### config.mk
export PLATFORM = sky130hd
export DESIGN_NAME = hpdmc_iddr_rdcap
export DESIGN_NICKNAME = d
export VERILOG_FILES = /design/src/rtl/hpdmc_iddr_rdcap.sv
export SDC_FILE = /design/constraint.sdc
export NUM_CORES = 1
export LEC_CHECK = 0
export CORE_MARGIN = 2
export CORE_UTILIZATION = 40
export DETAILED_ROUTE_END_ITERATION = 8
export PLACE_DENSITY = 0.69
export REMOVE_ABC_BUFFERS = 1
export SLEW_MARGIN = 0
export SYNTH_ARGS = -nofsm -noshare
export SYNTH_HDL_FRONTEND = slang
export SYNTH_SLANG_ARGS = --single-unit
### constraint.sdc
create_clock -name sys_clk -period 2 [get_ports sys_clk]
set_clock_uncertainty 0.2 [all_clocks]
set_input_delay 0.5 -clock sys_clk [delete_from_list [all_inputs] [get_ports sys_clk]]
set_output_delay 0.5 -clock sys_clk [all_outputs]
set_load 0.03 [all_outputs]
### src/rtl/hpdmc_iddr_rdcap.sv
// Read-capture datapath: packs two IDDR2 beat pairs into one 4-beat burst word
// a programmable number of cycles after the read command.
module hpdmc_iddr_rdcap #(
  parameter int DQ_WIDTH = 16
) (
  input  logic                    sys_clk,
  input  logic                    sys_rst,
  input  logic                    rd_issue,
  input  logic [2:0]              rd_latency,
  input  logic                    swap,
  input  logic [DQ_WIDTH-1:0]     dq_q0,
  input  logic [DQ_WIDTH-1:0]     dq_q1,
  input  logic                    err_clr,
  output logic [4*DQ_WIDTH-1:0]   rd_data,
  output logic                    rd_valid,
  output logic                    rd_busy,
  output logic                    rd_err
);

  typedef enum logic {S_IDLE, S_PAIR1} state_t;

  state_t                  state_q;
  logic [7:0]              sr_q, sr_d;
  logic [7:0]              lat_mask;
  logic [2:0]              lat_q, lat_d;
  logic                    acc_prev_q;
  logic                    rd_err_q, rd_err_d;
  logic                    rd_valid_q;
  logic [2*DQ_WIDTH-1:0]   beat01_q;
  logic [4*DQ_WIDTH-1:0]   rd_data_q;
  logic                    accept, reject, tap, busy;
  logic [2*DQ_WIDTH-1:0]   pair_now;

  always_comb begin
    accept   = rd_issue && !acc_prev_q;
    reject   = rd_issue && acc_prev_q;
    tap      = sr_q[lat_q - 3'd1];
    // Bits at or past the tap have already been consumed; dropping them keeps
    // stale marks from re-firing after lat_q grows.
    lat_mask = ~(8'hFF << lat_q);
    sr_d     = {sr_q[6:0], accept} & lat_mask;
    busy     = (|sr_q) || (state_q == S_PAIR1) || rd_valid_q;
    lat_d    = lat_q;
    if (!busy && !rd_issue) begin
      lat_d = (rd_latency == 3'd0) ? 3'd1 : rd_latency;
    end
    rd_err_d = rd_err_q;
    if (err_clr) rd_err_d = 1'b0;
    if (reject)  rd_err_d = 1'b1;
    // Upper half holds the later beat of the pair.
    pair_now = swap ? {dq_q0, dq_q1} : {dq_q1, dq_q0};
  end

  always_ff @(posedge sys_clk) begin
    if (sys_rst) begin
      state_q    <= S_IDLE;
      sr_q       <= '0;
      lat_q      <= 3'd1;
      acc_prev_q <= 1'b0;
      rd_err_q   <= 1'b0;
      rd_valid_q <= 1'b0;
      beat01_q   <= '0;
      rd_data_q  <= '0;
    end else begin
      sr_q       <= sr_d;
      lat_q      <= lat_d;
      acc_prev_q <= accept;
      rd_err_q   <= rd_err_d;
      rd_valid_q <= 1'b0;
      case (state_q)
        S_IDLE: begin
          if (tap) begin
            beat01_q <= pair_now;
            state_q  <= S_PAIR1;
          end
        end
        S_PAIR1: begin
          rd_data_q  <= {pair_now, beat01_q};
          rd_valid_q <= 1'b1;
          state_q    <= S_IDLE;
        end
        default: state_q <= S_IDLE;
      endcase
    end
  end

  assign rd_data  = rd_data_q;
  assign rd_valid = rd_valid_q;
  assign rd_busy  = busy;
  assign rd_err   = rd_err_q;

endmodule

==> flow_summary.html <==
<table>
<tr><th>Metric</th><th>Value</th></tr>
<tr><th colspan="2">Synthesis</th></tr>
<tr><td>Number of synthesis warnings</td><td>0</td></tr>
<tr><td>Cell type with the largest total area after synthesis</td><td>sky130_fd_sc_hd__dfxtp_1</td></tr>
<tr><td>Cell count after synthesis</td><td>417</td></tr>
<tr><td>Commonest register cell after synthesis</td><td>sky130_fd_sc_hd__dfxtp_1</td></tr>
<tr><td>Synth area leaders</td><td>sky130_fd_sc_hd__dfxtp_1 (51%), sky130_fd_sc_hd__mux2i_1 (15%), sky130_fd_sc_hd__a211oi_1 (11%), sky130_fd_sc_hd__nor2_1 (6.2%), sky130_fd_sc_hd__a31oi_1 (4.7%)</td></tr>
<tr><td>Number of enable flip-flop cells after synthesis</td><td>0</td></tr>
<tr><td>Count of cell types in the netlist</td><td>35</td></tr>
<tr><td>Average footprint of a synthesized cell</td><td>10.32 µm²</td></tr>
<tr><td>Seq cells post-synth</td><td>110</td></tr>
<tr><td>Netlist Area Pre-Place</td><td>4304 µm²</td></tr>
<tr><td>Ys async rst share</td><td>0%</td></tr>
<tr><td>Sequential area share after synthesis</td><td>51.16%</td></tr>
<tr><td>Share of Yosys cell area claimed by the top area cell type</td><td>51.16%</td></tr>
<tr><th colspan="2">Worst setup path</th></tr>
<tr><td>Register-to-Register Path Depth</td><td>6</td></tr>
<tr><td>Critical path required time</td><td>1.30 ns</td></tr>
<tr><td>Worst EP arrival</td><td>1.31 ns</td></tr>
<tr><td>Register-to-register path setup slack</td><td>0.01 ns</td></tr>
<tr><td>Startpoint class of the critical path</td><td>flip-flop</td></tr>
<tr><td>Critical Path End Type</td><td>primary output</td></tr>
<tr><td>Type of the worst setup path</td><td>flip-flop to primary output</td></tr>
<tr><td>Max Fanout on Critical Path</td><td>13</td></tr>
<tr><td>R2r startpoint</td><td>lat_q[0]</td></tr>
<tr><td>Endpoint of the worst-slack reg-to-reg timing path</td><td>beat01_q[5]</td></tr>
<tr><th colspan="2">Cells and area</th></tr>
<tr><td>Area taken by multi-input logic gates</td><td>2101 µm²</td></tr>
<tr><td>Final core utilization</td><td>57.06%</td></tr>
<tr><td>Number of nets at the end of the flow</td><td>560</td></tr>
<tr><td>Reg area</td><td>2215 µm²</td></tr>
<tr><td>Layout cell share with drive strength beyond 1</td><td>16.86%</td></tr>
<tr><td>Antenna diode count</td><td>0</td></tr>
<tr><td>Fill cell total of the finished layout</td><td>945</td></tr>
<tr><td>Leading cell types in the layout, fill and taps excluded</td><td>sky130_fd_sc_hd__dfxtp_1 (104), sky130_fd_sc_hd__nor2_1 (71), sky130_fd_sc_hd__mux2i_1 (66), sky130_fd_sc_hd__dlygate4sd2_1 (66), sky130_fd_sc_hd__a211oi_1 (43)</td></tr>
<tr><td>Area added between synthesis and finish</td><td>37.47%</td></tr>
<tr><td>Most common library cell in the layout ignoring fill and taps</td><td>sky130_fd_sc_hd__dfxtp_1</td></tr>
<tr><th colspan="2">STA</th></tr>
<tr><td>Setup repair after global routing missed its margin</td><td>true</td></tr>
<tr><td>Hold Vio Cnt, Final</td><td>0</td></tr>
<tr><td>Transition time of the tightest slew-check pin</td><td>0.6310 ns</td></tr>
<tr><td>Setup WS post-layout</td><td>-0.008547 ns</td></tr>
<tr><td>Setup-failing EPs final</td><td>1</td></tr>
<tr><td>Post-Route Setup TNS</td><td>-0.008547 ns</td></tr>
<tr><td>Final Max Slew Viols</td><td>0</td></tr>
<tr><td>Minimum clock period after layout</td><td>2.009 ns</td></tr>
<tr><td>Worst hold slack across all endpoints</td><td>0.2544 ns</td></tr>
<tr><td>Highest clock rate</td><td>497.9 MHz</td></tr>
<tr><td>Period utilisation layout</td><td>100.4%</td></tr>
<tr><td>Slew HR</td><td>57.87%</td></tr>
<tr><th colspan="2">Global routing</th></tr>
<tr><td>Wire length of the first global-routing pass</td><td>16,670 µm</td></tr>
<tr><td>Antenna violations before repair</td><td>0</td></tr>
<tr><td>Total grt overflow</td><td>0</td></tr>
<tr><td>Global-route usage over all layers</td><td>17.98%</td></tr>
<tr><td>Pin count of the biggest net entering global routing</td><td>58</td></tr>
<tr><td>Number of global-route vias before repair</td><td>3,385</td></tr>
<tr><th colspan="2">Power and ir drop</th></tr>
<tr><td>VDD IR-drop max</td><td>474.9 µV</td></tr>
<tr><td>Pwr Total</td><td>5.894 mW</td></tr>
<tr><td>LEAKAGE</td><td>2.464 nW</td></tr>
<tr><td>Power Density</td><td>996.1 nW/µm²</td></tr>
<tr><th colspan="2">Detailed routing</th></tr>
<tr><td>Count of nets left with antenna violations after detail routing</td><td>0</td></tr>
<tr><td>DRC marker count from the first detailed-route iteration</td><td>125</td></tr>
<tr><td>Number of vias per cell after detailed routing</td><td>5.280</td></tr>
<tr><td>Total detailed-routing wirelength</td><td>10,690 µm</td></tr>
<tr><td>Count of unresolved DRC violations after routing</td><td>0</td></tr>
<tr><td>Drt pass-1 iters</td><td>4</td></tr>
<tr><td>Via total after detailed routing</td><td>3,474</td></tr>
<tr><td>Routed wirelength normalized by instance count</td><td>16.25 µm</td></tr>
<tr><th colspan="2">Min path</th></tr>
<tr><td>WHS Path Cells</td><td>1</td></tr>
<tr><td>Start point of the worst min-delay path</td><td>acc_prev_q</td></tr>
<tr><td>Endpoint with the worst hold slack</td><td>acc_prev_q</td></tr>
<tr><td>Path type of the worst min-delay path</td><td>flip-flop to flip-flop</td></tr>
<tr><th colspan="2">CTS</th></tr>
<tr><td>CTS tree</td><td>done</td></tr>
<tr><td>Insertion delay of the later-clocked pin in the worst-skew pair</td><td>0.36 ns</td></tr>
<tr><td>Clk Tree Root Cell</td><td>sky130_fd_sc_hd__clkbuf_8</td></tr>
<tr><td>Clk pin slew, worst setup/hold paths</td><td>0.09 ns</td></tr>
<tr><td>Clock Tree Buf Depth</td><td>2</td></tr>
<tr><td>Number of buffers inserted during clock tree synthesis</td><td>9</td></tr>
<tr><td>Sinks on Clock Net</td><td>110</td></tr>
<tr><td>H-Tree Depth</td><td>3</td></tr>
<tr><th colspan="2">Die</th></tr>
<tr><td>Horizontal die dimension</td><td>107.7 µm</td></tr>
<tr><td>Core footprint</td><td>10,370 µm²</td></tr>
<tr><td>Initial core utilization</td><td>41.51%</td></tr>
<tr><td>Number of placement rows</td><td>37</td></tr>
<tr><td>Ports placed on the boundary</td><td>107</td></tr>
<tr><td>Die Ht</td><td>107.7 µm</td></tr>
<tr><td>Area of the die</td><td>11,610 µm²</td></tr>
<tr><th colspan="2">Status</th></tr>
<tr><td>Failing checks</td><td>negative setup slack</td></tr>
<tr><td>Run status</td><td>complete, but fails checks</td></tr>
<tr><th colspan="2">Placed design</th></tr>
<tr><td>Routability cong.</td><td>0.7766</td></tr>
<tr><td>Detailed placer's ending HPWL</td><td>6626 µm</td></tr>
<tr><td>Worst slack at placement</td><td>-0.1245 ns</td></tr>
<tr><td>Number of buffers added on ports</td><td>106</td></tr>
<tr><th colspan="2">Job</th></tr>
<tr><td>Count of maximum capacitance violations</td><td>0</td></tr>
</table>
==> critical path, cell delays in order (launching register included) <==
cell	delay (ns)
sky130_fd_sc_hd__dfxtp_4	0.42
sky130_fd_sc_hd__nor3_2	0.26
sky130_fd_sc_hd__nand3_2	0.11
sky130_fd_sc_hd__buf_6	0.16
==> timing repair <==
| action | CTS | global route |
|---|---|---|
| pin swaps | 2 | 9 |
| setup endpoints to repair | 99 | 36 |
| endpoints found under the hold margin | 0 | 0 |
| cloned | 1 | 3 |
| buffers inserted | 5 | 1 |
| hold buffers | 0 | 0 |
| gates resized for setup | 77 | 35 |
==> cell usage after synthesis, types with 3 or more instances <==
master / instances
sky130_fd_sc_hd__buf_6: 6
sky130_fd_sc_hd__ha_1: 3
sky130_fd_sc_hd__nor2_1: 71
sky130_fd_sc_hd__buf_1: 4
sky130_fd_sc_hd__inv_2: 3
sky130_fd_sc_hd__mux2i_1: 66
sky130_fd_sc_hd__clkbuf_1: 20
sky130_fd_sc_hd__buf_2: 6
sky130_fd_sc_hd__a211oi_1: 64
sky130_fd_sc_hd__buf_4: 3
sky130_fd_sc_hd__a31oi_1: 32
sky130_fd_sc_hd__and3_1: 3
sky130_fd_sc_hd__dfxtp_1: 110
==> registers in the layout, indices dropped and copies added (netlist names) <==
name        cells
acc_prev_q      1
beat01_q       32
lat_q           3
rd_data        64
rd_err          1
rd_valid        1
sr_q            7
state_q         1
==> report_power, final <==
group	internal [mW]	switching [mW]	total, mW
combinational	0.818	1.11	1.93
clock	0.581	0.716	1.30
sequential	2.49	0.179	2.67
total	3.89	2.00	5.89
==> stage by stage <==
stage,instance area (µm²),cells
4_1_cts,5717,656
2_1_floorplan,4094,378
3_5_place_dp,5505,634
3_3_place_gp,5505,634
6_report,5917,658
5_1_grt,5917,658
==> final cells by class <==
type / count / share of cell area (%)
timing repair buffer: 126 / 20.66
clock buffer: 11 / 2.220
multi-input combinational: 265 / 35.50
tap: 136 / 2.876
inverter: 5 / 0.3172
clock inverter: 5 / 0.9939
sequential: 110 / 37.43
==> cells by family after synthesis <==
| kind of cell | share of synthesized area [%] |
|---|---|
| AND/OR/NAND/NOR | 8.954 |
| flip-flops | 51.16 |
| adder cells (fa/ha/maj) | 0.8722 |
| multiplexers | 16.13 |
| XOR/XNOR | 0.2035 |
| buffers and inverters | 5.320 |
| AO/OA/AOI/OAI | 17.35 |
==> per-layer routing <==
| layer | wire, µm | part of all wire [%] | vias to the layer above | track usage, % |
|---|---|---|---|---|
| li1 | - | - | 1732 | - |
| met1 | 5145 | 48 | 1665 | 23.73 |
| met2 | 5035 | 47 | 65 | 29.83 |
| met3 | 380 | 3.6 | 12 | 3.390 |
| met4 | 129 | 1.2 | 0 | 5.403 |
| met5 | 0 | 0 | - | 0 |
==> worst max-delay path by stage <==
stage | start | endpoint | slack [ns]
floorplan | state_q | beat01_q[0] | -1.84
global placement | lat_q[0] | beat01_q[20] | -0.03
detailed placement | lat_q[0] | beat01_q[5] | -0.12
CTS | rd_valid | rd_busy | -0.01
global route | sr_q[1] | rd_busy | -0.09
finish | state_q | rd_busy | -0.009
No activity file was read; power rests on OpenSTA's default activity.
